`config.mk`:
```
export PLATFORM = sky130hd
export DESIGN_NAME = hilo_commit_buf_flat
export DESIGN_NICKNAME = d
export VERILOG_FILES = /design/src/rtl/hilo_commit_buf_if.sv /design/src/rtl/hilo_commit_buf.sv /design/src/flat_wrapper.sv
export SDC_FILE = /design/constraint.sdc
export NUM_CORES = 1
export LEC_CHECK = 0
export ABC_AREA = 1
export CORE_AREA = 4 4 164 166
export DETAILED_ROUTE_END_ITERATION = 16
export DIE_AREA = 0 0 168 170
export HOLD_SLACK_MARGIN = 0.03
export PLACE_DENSITY_LB_ADDON = 0.3
export RECOVER_POWER = 100
export SETUP_SLACK_MARGIN = 0.4
export SLEW_MARGIN = 25
export SYNTH_ARGS = -nofsm -noshare
export SYNTH_HDL_FRONTEND = slang
export SYNTH_SLANG_ARGS = --single-unit
```
`constraint.sdc`:
```
create_clock -name clk -period 2.6 [get_ports clk]
set_input_delay 0.26 -clock clk [delete_from_list [all_inputs] [get_ports clk]]
set_output_delay 0.26 -clock clk [all_outputs]
set_load 0.02 [all_outputs]
```
`src/rtl/hilo_commit_buf_if.sv`:
```
// HI/LO write, commit and read bundle between the EX/WB pipeline and the HI/LO unit.
interface hilo_commit_buf_if #(
  parameter int unsigned WIDTH = 32,
  parameter int unsigned DEPTH = 2
);
  localparam int unsigned CW = $clog2(DEPTH + 1);

  logic             wr_valid_i;
  logic [1:0]       wr_cfg_i;
  logic [WIDTH-1:0] hi_i;
  logic [WIDTH-1:0] lo_i;
  logic             wr_ready_o;
  logic             commit_i;
  logic             flush_i;
  logic [WIDTH-1:0] hi_o;
  logic [WIDTH-1:0] lo_o;
  logic [WIDTH-1:0] arch_hi_o;
  logic [WIDTH-1:0] arch_lo_o;
  logic [CW-1:0]    pend_cnt_o;
  logic             err_o;

  modport master (
    output wr_valid_i, wr_cfg_i, hi_i, lo_i, commit_i, flush_i,
    input  wr_ready_o, hi_o, lo_o, arch_hi_o, arch_lo_o, pend_cnt_o, err_o
  );

  modport slave (
    input  wr_valid_i, wr_cfg_i, hi_i, lo_i, commit_i, flush_i,
    output wr_ready_o, hi_o, lo_o, arch_hi_o, arch_lo_o, pend_cnt_o, err_o
  );
endinterface

```
`src/rtl/hilo_commit_buf.sv`:
```
// MIPS HI/LO register unit: speculative writes queue in an in-order buffer and
// reach architectural HI/LO on retirement; reads see the youngest pending value.
module hilo_commit_buf #(
  parameter int unsigned      WIDTH     = 32,
  parameter int unsigned      DEPTH     = 2,
  parameter logic [WIDTH-1:0] RESET_VAL = '0
) (
  input  logic              clk,
  input  logic              rst_n,
  hilo_commit_buf_if.slave  bus
);
  localparam int unsigned PW = (DEPTH > 1) ? $clog2(DEPTH) : 1;
  localparam int unsigned CW = $clog2(DEPTH + 1);

  logic [1:0]       cfg_q [DEPTH];
  logic [WIDTH-1:0] hi_q  [DEPTH];
  logic [WIDTH-1:0] lo_q  [DEPTH];
  logic [PW-1:0]    head_q;
  logic [PW-1:0]    tail_q;
  logic [CW-1:0]    cnt_q;
  logic [CW-1:0]    cnt_nxt;
  logic [WIDTH-1:0] arch_hi_q;
  logic [WIDTH-1:0] arch_lo_q;
  logic             ready_q;
  logic             err_q;
  logic             push;
  logic             pop;
  logic [WIDTH-1:0] fwd_hi;
  logic [WIDTH-1:0] fwd_lo;
  logic [PW-1:0]    idx;

  function automatic logic [PW-1:0] ptr_inc(input logic [PW-1:0] p);
    if (p == PW'(DEPTH - 1)) return '0;
    return p + PW'(1);
  endfunction

  // A flush kills any same-cycle push; the retiring head still pops.
  always_comb begin
    pop  = 1'b0;
    push = 1'b0;
    cnt_nxt = cnt_q;
    pop  = bus.commit_i && (cnt_q != '0);
    push = bus.wr_valid_i && ready_q && (bus.wr_cfg_i != 2'b00) && !bus.flush_i;
    if (bus.flush_i) cnt_nxt = '0;
    else             cnt_nxt = cnt_q + CW'(push) - CW'(pop);
  end

  // Oldest-to-youngest scan so the last matching entry per half wins.
  always_comb begin
    fwd_hi = arch_hi_q;
    fwd_lo = arch_lo_q;
    idx    = '0;
    for (int k = 0; k < int'(DEPTH); k++) begin
      if (CW'(k) < cnt_q) begin
        idx = PW'((int'(head_q) + k) % int'(DEPTH));
        if (cfg_q[idx][1]) fwd_hi = hi_q[idx];
        if (cfg_q[idx][0]) fwd_lo = lo_q[idx];
      end
    end
  end

  always_ff @(posedge clk or negedge rst_n) begin
    if (!rst_n) begin
      for (int i = 0; i < int'(DEPTH); i++) begin
        cfg_q[i] <= 2'b00;
        hi_q[i]  <= '0;
        lo_q[i]  <= '0;
      end
      head_q    <= '0;
      tail_q    <= '0;
      cnt_q     <= '0;
      arch_hi_q <= RESET_VAL;
      arch_lo_q <= RESET_VAL;
      ready_q   <= 1'b1;
      err_q     <= 1'b0;
    end else begin
      err_q   <= bus.commit_i && (cnt_q == '0);
      cnt_q   <= cnt_nxt;
      ready_q <= (cnt_nxt < CW'(DEPTH));
      if (pop) begin
        if (cfg_q[head_q][1]) arch_hi_q <= hi_q[head_q];
        if (cfg_q[head_q][0]) arch_lo_q <= lo_q[head_q];
      end
      if (push) begin
        cfg_q[tail_q] <= bus.wr_cfg_i;
        hi_q[tail_q]  <= bus.hi_i;
        lo_q[tail_q]  <= bus.lo_i;
        tail_q        <= ptr_inc(tail_q);
      end
      if (bus.flush_i) head_q <= tail_q;
      else if (pop)    head_q <= ptr_inc(head_q);
    end
  end

  assign bus.wr_ready_o = ready_q;
  assign bus.hi_o       = fwd_hi;
  assign bus.lo_o       = fwd_lo;
  assign bus.arch_hi_o  = arch_hi_q;
  assign bus.arch_lo_o  = arch_lo_q;
  assign bus.pend_cnt_o = cnt_q;
  assign bus.err_o      = err_q;

endmodule

```
`src/flat_wrapper.sv`:
```
// flat-port wrapper written by rule: the top's interface ports become plain ports
module hilo_commit_buf_flat 
#(
  parameter int unsigned      WIDTH     = 32,
  parameter int unsigned      DEPTH     = 2,
  parameter logic [WIDTH-1:0] RESET_VAL = '0
)
  (clk, rst_n, bus_wr_valid_i, bus_wr_cfg_i, bus_hi_i, bus_lo_i, bus_commit_i, bus_flush_i, bus_wr_ready_o, bus_hi_o, bus_lo_o, bus_arch_hi_o, bus_arch_lo_o, bus_pend_cnt_o, bus_err_o);
  hilo_commit_buf_if #(.WIDTH(WIDTH), .DEPTH(DEPTH)) bus_i ();
  input  logic clk;
  input  logic rst_n;
  input wire logic [$bits(bus_i.wr_valid_i)-1:0] bus_wr_valid_i;
  input wire logic [$bits(bus_i.wr_cfg_i)-1:0] bus_wr_cfg_i;
  input wire logic [$bits(bus_i.hi_i)-1:0] bus_hi_i;
  input wire logic [$bits(bus_i.lo_i)-1:0] bus_lo_i;
  input wire logic [$bits(bus_i.commit_i)-1:0] bus_commit_i;
  input wire logic [$bits(bus_i.flush_i)-1:0] bus_flush_i;
  output wire logic [$bits(bus_i.wr_ready_o)-1:0] bus_wr_ready_o;
  output wire logic [$bits(bus_i.hi_o)-1:0] bus_hi_o;
  output wire logic [$bits(bus_i.lo_o)-1:0] bus_lo_o;
  output wire logic [$bits(bus_i.arch_hi_o)-1:0] bus_arch_hi_o;
  output wire logic [$bits(bus_i.arch_lo_o)-1:0] bus_arch_lo_o;
  output wire logic [$bits(bus_i.pend_cnt_o)-1:0] bus_pend_cnt_o;
  output wire logic [$bits(bus_i.err_o)-1:0] bus_err_o;
  assign bus_i.wr_valid_i = bus_wr_valid_i;
  assign bus_i.wr_cfg_i = bus_wr_cfg_i;
  assign bus_i.hi_i = bus_hi_i;
  assign bus_i.lo_i = bus_lo_i;
  assign bus_i.commit_i = bus_commit_i;
  assign bus_i.flush_i = bus_flush_i;
  assign bus_wr_ready_o = bus_i.wr_ready_o;
  assign bus_hi_o = bus_i.hi_o;
  assign bus_lo_o = bus_i.lo_o;
  assign bus_arch_hi_o = bus_i.arch_hi_o;
  assign bus_arch_lo_o = bus_i.arch_lo_o;
  assign bus_pend_cnt_o = bus_i.pend_cnt_o;
  assign bus_err_o = bus_i.err_o;
  hilo_commit_buf #(.WIDTH(WIDTH), .DEPTH(DEPTH), .RESET_VAL(RESET_VAL)) u_core (.clk(clk), .rst_n(rst_n), .bus(bus_i));
endmodule
```
==> Word-level counts from Yosys, hierarchy flattened <==
Index checks and enable logic that the tools add are counted.
{ "totals": {"out_inout_bits": 132, "inputBits": 71, "word_cells": 84, "regBits": 202} }
{ "op_classes": {"n_lt_le_gt_ge": 7, "bitwise": 3, "n_reduce_logical": 11, "muxes": 45, "add_sub_neg": 5} }
{ "ops": {"columns": ["op", "n"], "rows": [
  ["32-bit 2-to-1 mux", 21],
  ["64-bit bitwise mux", 2],
  ["32-bit demux with 1-bit select", 1],
  ["2-bit 2-to-1 mux", 8],
  ["1-bit 2-to-1 mux", 11],
  ["2-bit >= comparator, second input constant", 3],
  ["1-bit logical AND", 6],
  ["1-bit NOT with 2-bit output", 3],
  ["2-bit nonzero test", 3],
  ["4-bit bitwise mux", 1],
  ["1-bit by 2-bit < comparator with 1-bit output, first input constant", 2],
  ["1-bit adder, second input constant", 3],
  ["2-bit by 1-bit adder with 2-bit output", 1],
  ["2-bit demux with 1-bit select", 1],
  ["2-bit logical NOT", 1],
  ["2-bit by 1-bit < comparator with 1-bit output, second input constant", 1],
  ["2-bit < comparator, second input constant", 1],
  ["2-bit by 1-bit subtractor with 2-bit output", 1],
  ["1-bit logical NOT", 1]
]} }

==> Depth between registers and ports, before layout <==
Gate-level depths: netlist of the first run.
{ "logic_depth": {"ltp_word": 8, "mapped_depth": 12, "ltp_nobuf": 10} }

==> Least setup slack after synthesis of the first run <==
Ideal clock, no wire load.
{ "synth_timing": {"path_type": "flip-flop to flip-flop", "startpoint": "register u_core.cnt_q[1] (netlist: u_core.bus.pend_cnt_o[1])", "endpoint": "register u_core.ready_q (netlist: u_core.bus.wr_ready_o)", "arrival_time_ns": 1.822, "path_buffers": 2, "synth_period_minus_slack_ns": 1.899, "t_required_ns": 2.523, "stages_incl_launch_ff": 12, "setup_slack_ns": 0.701, "setup_ns": 0.077, "path_cell_list": "dfrtp_1 > nor2_4 > nor2_4 > buf_4 > buf_2 > ha_1 > inv_1 > ha_1 > inv_1 > nor2_1 > nor2_1 > inv_1"} }
{ "synth_between": {"elab_chain_len": 5, "elab_cells_between_ends": 6, "cone_classes": "add/sub (2); order compare (1); mux (1); reduce/logical (2)"} }
{ "synth_lines": {"columns": ["element", "line", "source"], "rows": [
  ["start: declaration", "hilo_commit_buf.sv:20", "logic [CW-1:0] cnt_q;"],
  ["start signal: assignment", "hilo_commit_buf.sv:78", "cnt_q <= cnt_nxt;"],
  ["2-bit nonzero test", "hilo_commit_buf.sv:42", "pop = bus.commit_i && (cnt_q != '0);"],
  ["1-bit logical AND", "hilo_commit_buf.sv:42", null],
  ["via u_core.pop", "hilo_commit_buf.sv:27", "logic pop;"],
  ["2-bit by 1-bit subtractor with 2-bit output", "hilo_commit_buf.sv:45", "else cnt_nxt = cnt_q + CW'(push) - CW'(pop);"],
  ["2-bit 2-to-1 mux", "hilo_commit_buf.sv:44", "if (bus.flush_i) cnt_nxt = '0;"],
  ["via u_core.cnt_nxt[1]", "hilo_commit_buf.sv:21", "logic [CW-1:0] cnt_nxt;"],
  ["2-bit < comparator", "hilo_commit_buf.sv:79", "ready_q <= (cnt_nxt < CW'(DEPTH));"],
  ["end signal: assignment", "hilo_commit_buf.sv:79", null],
  ["end: declaration", "hilo_commit_buf.sv:24", "logic ready_q;"]
]} }
The timed path passes the listed nets, and every way through them passes these cells.
A chain may end at the register's enable or synchronous reset.

==> Worst setup path in the final report of the first run <==
{ "layout_timing": {"startpoint": "register u_core.cnt_q[0] (netlist: u_core.bus.pend_cnt_o[0])", "endpoint": "output port bus_lo_o[0]"} }
{ "layout_between": {"elab_chain_len": 4, "elab_cells_between_ends": 5, "cone_classes": "order compare (2); mux (3)"} }
{ "layout_lines": {"columns": ["element", "line", "source"], "rows": [
  ["1-bit by 2-bit < comparator with 1-bit output", "hilo_commit_buf.sv:54", "if (CW'(k) < cnt_q) begin"],
  ["32-bit 2-to-1 mux", "hilo_commit_buf.sv:54", null],
  ["32-bit 2-to-1 mux", "hilo_commit_buf.sv:57", "if (cfg_q[idx][0]) fwd_lo = lo_q[idx];"],
  ["32-bit 2-to-1 mux *", "hilo_commit_buf.sv:54", null],
  ["end: declaration", "flat_wrapper.sv:20", "output wire logic [$bits(bus_i.lo_o)-1:0] bus_lo_o;"]
]} }
Mark *: on every way between the ends. The rest lies on a longest branch, timed or not.

==> impl_metrics.env, run 1 <==
export IMPL_synth_warnings=0
export IMPL_die_h_um=170
export IMPL_switching_power_w=0.0119
export IMPL_timing_final_hold_violations=0
export IMPL_r2r_start="u_core.bus.wr_ready_o"
export IMPL_post_route_util_pct=64.1
export IMPL_routed_wl_mm=41.7
export IMPL_synth_xor_area_share_pct=0.0699
export IMPL_slew_headroom_pct=-23.7
export IMPL_hold_path_depth=3
export IMPL_syn_avg_cell_area_um2=6.49
export IMPL_peakVddDrop_mv=0.941
export IMPL_drive_above_1_share_pct=11.2
export IMPL_vias=13290
export IMPL_failed_checks="max-capacitance violations, max-slew violations"
export IMPL_final_common_cell="nand2_1"
export IMPL_worst_setup_path_start_kind="flop"
export IMPL_finalCriticalPeriod_ns=2.46
export IMPL_rows=59
export IMPL_syn_to_final_growth_pct=31.0
export IMPL_first_global_vias=12707
export IMPL_synthSimpleGateAreaFrac_pct=37.5
export IMPL_clk_latency_ns=0.52
export IMPL_required_ns=2.34
export IMPL_finalClockSkew_ns=0.0115
export IMPL_seq_area_frac_synth_pct=40.3
export IMPL_path_cells="nor2_4 > clkbuf_1 > bufbuf_16 > nand2_1 > nand2_1 > inv_1 > a21oi_1 > buf_4"
export IMPL_worst_pin_slew_ns=1.86
export IMPL_switching_share_pct=48.4
export IMPL_start_util_pct=48.9
export IMPL_coreArea_um2=25600
export IMPL_status="finished, violations left"
export IMPL_grt_overflow=0
export IMPL_dp_slack_ns=0.127
export IMPL_cp_end_kind="primary output"
export IMPL_vias_per_cell=5.39
export IMPL_powerDensity_nw_per_um2=1500
export IMPL_rr_worst_depth=8
export IMPL_max_freq_mhz=407
export IMPL_die_area_um2=28600
export IMPL_holdWs_ns=0.324
export IMPL_ctsHtreeMaxLevel=1
export IMPL_cpMaxStageDelayCell="dfrtp_1"
export IMPL_port_buffers=202
export IMPL_synth_adder_area_share_pct=0.200
export IMPL_grt_pass1_wl_mm=64.5
export IMPL_crit_fanout=16
export IMPL_wl_per_cell_um=16.9
export IMPL_drc=0
export IMPL_pwr_share_seq_pct=23.9
export IMPL_cp_top_family="buffers and inverters"
export IMPL_crit_buf_inv=4
export IMPL_path_clk_slew_ns=0.06
export IMPL_rsz0062_at_grt="yes"
export IMPL_slew_violations=68
export IMPL_cpPeakStageDelay_ns=0.44
export IMPL_hp_start="bus_hi_i[4]"
export IMPL_power_leakage_nw=8.79
export IMPL_p_int_w=0.0127
export IMPL_crit_type="reg -> out"
export IMPL_clkPwrFrac_pct=14.6
export IMPL_setup_violations=0
export IMPL_yosys_area_top_type="dfrtp_1"
export IMPL_synth_mux_area_share_pct=0
export IMPL_antenna_found_initial=3
export IMPL_finalSetupTns_ns=0
export IMPL_min_to="u_core.hi_q[36]"
export IMPL_die_x_um=168
export IMPL_cts_tree="built"
export IMPL_grtUsageTotal_pct=27.4
export IMPL_hpwl_mm=23.5
export IMPL_synth_cell_area_um2=12500
export IMPL_yosys_register_bits=202
export IMPL_hold_class="in -> reg"
export IMPL_power_frac_comb_pct=61.5
export IMPL_crit_top_cell="nand2_1"
export IMPL_rrSetupSlack_ns=0.23
export IMPL_syn_nets=2004
export IMPL_first_pass_iters=6
export IMPL_final_cell_mix="707 x nand2_1, 315 x nand3_1, 267 x inv_1"
export IMPL_setup_ws_ns=0.142
export IMPL_r2r_end="u_core.hi_q[48]"
export IMPL_synth_compound_area_share_pct=8.09
export IMPL_numCtsBuffers=24
export IMPL_netlist_instances=1931
export IMPL_drtAntennaViolNets=0
export IMPL_clk_path_buf_depth=3
export IMPL_arrival_ns=2.20
export IMPL_cts_root_buf="clkbuf_16"
export IMPL_maxCapViolCount=1
export IMPL_grt_start_max_net_pins=129
export IMPL_cts_sinks=202
export IMPL_crit_path_start="u_core.bus.pend_cnt_o[0]"
export IMPL_synth_top_area_share_pct=40.1
export IMPL_globalplace_congestion=0.817
export IMPL_netlist_top_cells_area="dfrtp_1 40%, nand2_1 22%, nand3_1 13%"
export IMPL_drt_iter0_markers=1310
export IMPL_nNetsFinal=2183
export IMPL_pin_count=203
export IMPL_synth_cell_types=21
export IMPL_post_route_period_util_pct=94.6
export IMPL_synth_top_family_by_area="simple AND/OR/NAND/NOR gates"
==> sequential cells by signal, summed over array words and instances (netlist names) <==
register,flops
u_core.lo_q,64
u_core.cfg_q,4
u_core.tail_q,1
u_core.bus.wr_ready_o,1
u_core.head_q,1
u_core.hi_q,64
u_core.bus.pend_cnt_o,2
u_core.bus.arch_lo_o,32
u_core.bus.arch_hi_o,32
u_core.bus.err_o,1
==> power groups by stage <==
| stage | Clock, W | Combinational [W] | Sequential [W] |
|---|---|---|---|
| 2_1_floorplan | 0 | 0.00857 | 0.00614 |
| 5_1_grt | 0.00377 | 0.0166 | 0.00608 |
| 3_5_place_dp | 0 | 0.0140 | 0.00588 |
| 4_1_cts | 0.00363 | 0.0147 | 0.00585 |
| 6_report | 0.00359 | 0.0152 | 0.00588 |
| 3_3_place_gp | 0 | 0.0137 | 0.00583 |
==> tightest hold or removal path, cell delays in order <==
cell	delay (ns)
clkdlybuf4s50_1	0.42
nand3_1	0.08
nand2_1	0.05
==> kinds of logic after synthesis <==
logic type | after synthesis
compound gates | 195
xor+xnor | 1
fa+ha+maj | 2
buf+inv | 401
flops | 202
simple gates | 1130
==> area by class of cell <==
cell class                 count  area [µm²]
clock inverter                13         149
sequential                   202        5060
multi-input combinational   1329        5940
timing repair buffer         282        3130
fill                        2248        9200
antenna                        2        5.00
tap                          335         419
inverter                     271        1030
clock buffer                  31         688
==> cells in the mapped netlist (all sizes together) <==
master    n
nand2   732
dfstp     1
inv     271
a21oi    64
buf      96
clkbuf   34
nor2     72
ha        2
nand3   326
xnor2     1
o21ai   131
dfrtp   201
==> per-layer routing <==
layer	track usage (%)	part of all wire (%)	wire (µm)
met5	0	0.017	7
met3	5.67	8.9	3710
met1	34.2	41	16900
met4	9.17	2.9	1220
met2	47.6	48	19900
==> through the flow <==
stage	cell area, µm²	instances	total power (W)
2_1_floorplan	12500	1931	0.0147
3_5_place_dp	14800	2378	0.0199
3_3_place_gp	14800	2378	0.0195
4_1_cts	16100	2450	0.0242
6_report	16400	2465	0.0246
5_1_grt	16400	2465	0.0265
==> worst max-delay path by stage <==
stage	to	slack (ns)	depth (start not counted)
final	bus_lo_o[0]	0.14	8
after global routing	u_core.hi_q[33]	0.06	8
after CTS	bus_hi_o[1]	0.23	8
after detailed placement	bus_hi_o[26]	0.13	7
after global placement	bus_hi_o[26]	0.15	7
after floorplan	u_core.bus.wr_ready_o	0.70	11
==> what timing repair did <==
item	CTS	global route
pin swaps	10	20
hold endpoints to repair	61	0
hold buffers	1	0
buffers inserted	18	5
endpoints found under the setup margin	64	119
gates resized for setup	372	90
cloned	9	8
No activity file was read; power rests on OpenSTA's default activity.
==> run 2: changes to the inputs <==
--- a/config.mk
+++ b/config.mk
@@ -9,6 +9,7 @@
 export CORE_AREA = 4 4 164 166
 export DETAILED_ROUTE_END_ITERATION = 16
 export DIE_AREA = 0 0 168 170
+export GPL_ROUTABILITY_DRIVEN = 0
 export HOLD_SLACK_MARGIN = 0.03
 export PLACE_DENSITY_LB_ADDON = 0.3
 export RECOVER_POWER = 100
==> constraint.sdc (replaced) <==
create_clock -name clk -period 3 [get_ports clk]
set_input_delay 0.3 -clock clk [delete_from_list [all_inputs] [get_ports clk]]
set_output_delay 0.3 -clock clk [all_outputs]
set_load 0.02 [all_outputs]
==> run 2 against run 1 <==
  * Sequential power shrank 15%
  * The run still ends with max-capacitance violations, max-slew violations left
  * Via count down 5.3%
  * Total power is 21% lower
  * Cell count decreased by 1.9%
==> impl_metrics.env, run 2 (synthesis results as in run 1) <==
export IMPL_vias=12591
export IMPL_ctsHtreeMaxLevel=1
export IMPL_rows=59
export IMPL_drt_iter0_markers=885
export IMPL_numCtsBuffers=24
export IMPL_setup_ws_ns=0.303
export IMPL_nFillCells=2367
export IMPL_power_leakage_nw=8.26
export IMPL_routed_wl_mm=37.3
export IMPL_cp_end_kind="primary output"
export IMPL_die_h_um=170
export IMPL_start_util_pct=48.9
export IMPL_clk_path_buf_depth=3
export IMPL_drtAntennaViolNets=0
export IMPL_antenna_found_initial=4
export IMPL_required_ns=2.70
export IMPL_failed_checks="max-capacitance violations, max-slew violations"
export IMPL_dp_slack_ns=0.395
export IMPL_grt_pass1_wl_mm=60.3
export IMPL_grtUsageTotal_pct=25.3
export IMPL_hold_class="in -> reg"
export IMPL_slew_headroom_pct=-12.4
export IMPL_worst_pin_slew_ns=1.69
export IMPL_clk_latency_ns=0.52
export IMPL_r2r_start="u_core.bus.wr_ready_o"
export IMPL_finalClockSkew_ns=0.0145
export IMPL_rrSetupSlack_ns=0.41
export IMPL_worst_setup_path_start_kind="flop"
export IMPL_path_clk_slew_ns=0.06
export IMPL_min_to="u_core.hi_q[18]"
export IMPL_rr_worst_depth=11
export IMPL_post_route_period_util_pct=89.9
export IMPL_crit_type="reg -> out"
export IMPL_finalCriticalPeriod_ns=2.70
export IMPL_timing_final_hold_violations=0
export IMPL_max_freq_mhz=371
export IMPL_coreArea_um2=25600
export IMPL_cts_sinks=202
export IMPL_pin_count=203
export IMPL_die_x_um=168
export IMPL_setup_violations=0
export IMPL_maxCapViolCount=4
export IMPL_cpMaxStageDelayCell="dfrtp_1"
export IMPL_path_cells="nor2_4 > inv_1 > buf_4 > nand3_1 > a21oi_1 > clkbuf_1"
export IMPL_nNetsFinal=2138
export IMPL_final_common_cell="nand2_1"
export IMPL_hp_start="bus_hi_i[18]"
export IMPL_peakVddDrop_mv=0.753
export IMPL_cts_tree="built"
export IMPL_crit_buf_inv=3
export IMPL_vias_per_cell=5.21
export IMPL_wl_per_cell_um=15.4
export IMPL_drc=0
export IMPL_slew_violations=253
export IMPL_rsz0062_at_grt="yes"
export IMPL_status="finished, violations left"
export IMPL_hpwl_mm=22.5
export IMPL_die_area_um2=28600
export IMPL_finalSetupTns_ns=0
export IMPL_powerDensity_nw_per_um2=1260
export IMPL_cp_top_family="buffers and inverters"
export IMPL_arrival_ns=2.40
export IMPL_grt_start_max_net_pins=129
export IMPL_r2r_end="u_core.bus.wr_ready_o"
export IMPL_post_route_util_pct=60.0
export IMPL_cts_root_buf="clkbuf_16"
export IMPL_grt_overflow=0
export IMPL_final_cell_mix="727 x nand2_1, 324 x nand3_1, 268 x inv_1"
export IMPL_first_pass_iters=5
export IMPL_hold_path_depth=3
export IMPL_reg_largest_list="u_core.hi_q x64, u_core.lo_q x64"
export IMPL_cpPeakStageDelay_ns=0.57
export IMPL_drive_above_1_share_pct=5.24
export IMPL_crit_fanout=18
export IMPL_syn_to_final_growth_pct=22.6
export IMPL_port_buffers=202
export IMPL_first_global_vias=11967
## run 2: changes by cell type in the layout (fill, tap and decap cells not counted), moves of 13 or more
cell,change
buf_6,-28
buf_4,-29
o21ai_1,-13
a21oi_2,-13
nand2_1,+20
a21oi_1,+13
clkbuf_1,+17
nand2_2,-15
o21ai_0,+13
## run 2: cell type report
class                           count  area (µm²)  share of cell area [%]
Multi-Input combinational cell   1328        5760                    37.5
Timing Repair Buffer              238        2250                    14.6
Clock inverter                     10         130                   0.847
Antenna cell                        1        2.50                  0.0163
Clock buffer                       33         716                    4.66
Sequential cell                   202        5060                    32.9
Tap cell                          335         419                    2.73
Inverter                          271        1020                    6.67
## run 2: worst max-delay path by stage
stage / end / from / slack [ns] / cells past startpoint
2_1_floorplan: u_core.bus.wr_ready_o / u_core.bus.pend_cnt_o[1] / 1.10 / 11
3_3_place_gp: bus_lo_o[28] / u_core.head_q / 0.42 / 8
3_5_place_dp: bus_lo_o[22] / u_core.head_q / 0.40 / 8
4_1_cts: bus_hi_o[23] / u_core.head_q / 0.17 / 8
5_1_grt: bus_hi_o[1] / u_core.bus.pend_cnt_o[1] / 0.20 / 6
6_report: bus_hi_o[1] / u_core.bus.pend_cnt_o[1] / 0.30 / 6
## run 2: routing by layer
layer  GRT usage, %  routed length (µm)  part of all wire [%]  vias to the layer above
met3           5.02                2900                   7.8                       57
met2           44.1               18100                    49                      436
li1               -                   -                     -                     6243
met5              0                  38                  0.10                        -
met4           6.00                 671                   1.8                        6
met1           32.5               15500                    42                     5849
## run 2: per-stage QoR
step	hold slack [ns]	std cells	cell area [µm²]	power, W
after floorplan	0.00441	1931	12500	0.0127
after global placement	0.331	2365	14600	0.0167
after detailed placement	0.334	2365	14600	0.0170
after CTS	0.355	2413	15500	0.0198
after global routing	0.372	2418	15400	0.0211
final	0.376	2418	15400	0.0194
## run 2: worst min-delay path, delay by kind of cell
family                 cells  cell delay [ns]
buffers and inverters      1             0.41
and+or+nand+nor            2             0.13
## run 2: repair_timing
action	4_1_cts	5_1_grt
pin swaps	1	0
buffers inserted	4	2
endpoints found under the hold margin	57	0
endpoints found under the setup margin	64	64
resized for setup	110	85
hold buffers	1	0
gates cloned	0	2
## run 2: report_power, final
group / switching, W / internal, W / leakage (nW)
Combinational: 0.00739 / 0.00392 / 5.33
Sequential: 0.000956 / 0.00406 / 2.51
Clock: 0.00119 / 0.00192 / 0.416
Total: 0.00953 / 0.00989 / 8.26
==> run 3: changes to the inputs <==
--- a/config.mk
+++ b/config.mk
@@ -11,8 +11,8 @@
 export DIE_AREA = 0 0 168 170
 export GPL_ROUTABILITY_DRIVEN = 0
 export HOLD_SLACK_MARGIN = 0.03
-export PLACE_DENSITY_LB_ADDON = 0.3
-export RECOVER_POWER = 100
+export PLACE_DENSITY_LB_ADDON = 0.25
+export RECOVER_POWER = 50
 export SETUP_SLACK_MARGIN = 0.4
 export SLEW_MARGIN = 25
 export SYNTH_ARGS = -nofsm -noshare
==> run 3 against run 2 <==
  * The flow still finishes with violations (max-capacitance violations, max-slew violations)
  * Highest routed layer unchanged
  * Largest cell class unchanged
  * Total power increased by 0.34%
  * Sequential share of layout area decreased by 0.069 points
  * Non-clock buffer count increased by 8
  * Largest power group unchanged
  * Cell count increased by 0.17%
  * Count of clock-buffer cells in the layout unchanged
  * Flip-flop and latch count unchanged
  * Hold slack got worse by 0.00084 ns
  * Worst setup slack improved by 0.038 ns
  * Fmax increased by 1.4%
  * Wire length increased by 1.8%
  * Clock power decreased by 7.7%
  * First-iteration DRC count increased by 18%
==> impl_metrics.env, run 3 (synthesis results as in run 1) <==
export IMPL_reg_largest_list="u_core.hi_q x64, u_core.lo_q x64"
export IMPL_slew_headroom_pct=-43.0
export IMPL_timing_final_hold_violations=0
export IMPL_hold_class="in -> reg"
export IMPL_ff_latch_area_um2=5060
export IMPL_vias_per_cell=5.24
export IMPL_drive_above_1_share_pct=6.85
export IMPL_nFillCells=2411
export IMPL_holdWs_ns=0.375
export IMPL_die_h_um=170
export IMPL_nNetsFinal=2147
export IMPL_drt_iter0_markers=1043
export IMPL_post_route_util_pct=60.2
export IMPL_slew_violations=147
export IMPL_pin_count=203
export IMPL_rows=59
export IMPL_required_ns=2.70
export IMPL_cts_root_buf="clkbuf_16"
export IMPL_max_freq_mhz=376
export IMPL_vias=12687
export IMPL_grtUsageTotal_pct=25.5
export IMPL_powerDensity_nw_per_um2=1260
export IMPL_setup_ws_ns=0.341
export IMPL_port_buffers=202
export IMPL_worst_setup_path_start_kind="flop"
export IMPL_cts_tree="built"
export IMPL_failed_checks="max-capacitance violations, max-slew violations"
export IMPL_wl_per_cell_um=15.7
export IMPL_cts_sinks=202
export IMPL_hpwl_mm=23.3
export IMPL_die_x_um=168
export IMPL_clk_latency_ns=0.52
export IMPL_antenna_diode_count=0
export IMPL_power_leakage_nw=8.33
export IMPL_finalCriticalPeriod_ns=2.66
export IMPL_start_util_pct=48.9
export IMPL_grt_overflow=0
export IMPL_numCtsBuffers=24
export IMPL_crit_fanout=17
export IMPL_syn_to_final_growth_pct=23.0
export IMPL_final_cell_mix="726 x nand2_1, 324 x nand3_1, 267 x inv_1"
export IMPL_status="finished, violations left"
export IMPL_multi_input_comb_area_um2=5790
export IMPL_drtAntennaViolNets=0
export IMPL_finalClockSkew_ns=0.0147
export IMPL_routed_wl_mm=37.9
export IMPL_arrival_ns=2.36
export IMPL_maxCapViolCount=2
export IMPL_dp_slack_ns=0.373
export IMPL_cp_end_kind="primary output"
export IMPL_worst_pin_slew_ns=2.15
export IMPL_grt_start_max_net_pins=129
export IMPL_die_area_um2=28600
export IMPL_antenna_found_initial=3
export IMPL_finalSetupTns_ns=0
export IMPL_coreArea_um2=25600
export IMPL_first_pass_iters=5
export IMPL_rsz0062_at_grt="yes"
export IMPL_first_global_vias=12078
export IMPL_final_common_cell="nand2_1"
export IMPL_grt_pass1_wl_mm=60.7
export IMPL_crit_type="reg -> out"
export IMPL_peakVddDrop_mv=0.691
export IMPL_post_route_period_util_pct=88.6
export IMPL_ctsHtreeMaxLevel=1
export IMPL_clk_path_buf_depth=3
export IMPL_setup_violations=0
export IMPL_path_clk_slew_ns=0.06
export IMPL_drc=0
[run 3: stage by stage]
stage / power [W] / cell area (µm²) / std cells
2_1_floorplan: 0.0127 / 12500 / 1931
3_3_place_gp: 0.0167 / 14600 / 2372
3_5_place_dp: 0.0170 / 14600 / 2372
4_1_cts: 0.0196 / 15400 / 2416
5_1_grt: 0.0211 / 15400 / 2422
6_report: 0.0195 / 15400 / 2422
[run 3: critical path, stage by stage, from the launching register on]
cell	delay, ns
dfrtp_2	0.40
nor2_1	0.43
buf_4	0.35
nand2_1	0.08
nand2_1	0.08
inv_1	0.04
a21oi_1	0.14
clkdlybuf4s15_1	0.34
[run 3: routing by layer]
layer | share of wire [%] | up-vias | GRT usage (%)
met2 | 47 | 501 | 43.8
met4 | 2.1 | 6 | 7.83
li1 | - | 6254 | -
met5 | 0.11 | - | 0
met3 | 7.6 | 59 | 4.34
met1 | 43 | 5867 | 33.2
[run 3: repair_timing]
action                     4_1_cts  5_1_grt
setup buffers                    2        4
pin swaps                        1        1
resized for setup              143       43
hold buffers                     1        0
hold endpoints to repair        73        0
gates cloned                     2        2
setup endpoints to repair       64       57
[run 3: layout make-up]
cell class	count	share of cell area (%)
timing repair buffer	246	15.2
clock inverter	6	0.414
tap	335	2.72
multi-input combinational	1329	37.6
sequential	202	32.9
clock buffer	33	4.51
inverter	271	6.68
[run 3: where the power goes]
part | internal, W | switching [W] | leakage [nW]
clock | 0.00169 | 0.00117 | 0.368
combinational | 0.00416 | 0.00743 | 5.45
sequential | 0.00406 | 0.000976 | 2.51
[run 3: worst paths after layout]
kind | start | end | slack [ns] | cells past startpoint
worst max-delay path | u_core.bus.pend_cnt_o[1] | bus_hi_o[0] | 0.34 | 7
worst min-delay path | bus_hi_i[31] | u_core.hi_q[31] | 0.38 | 3
worst max register to register | u_core.bus.pend_cnt_o[1] | u_core.bus.arch_lo_o[26] | 0.37 | 6
worst min register to register | u_core.hi_q[1] | u_core.hi_q[1] | 0.47 | 2
max in group asynchronous | rst_n | u_core.bus.arch_lo_o[30] | 0.73 | 3
min in group asynchronous | rst_n | u_core.bus.arch_lo_o[17] | 0.92 | 2
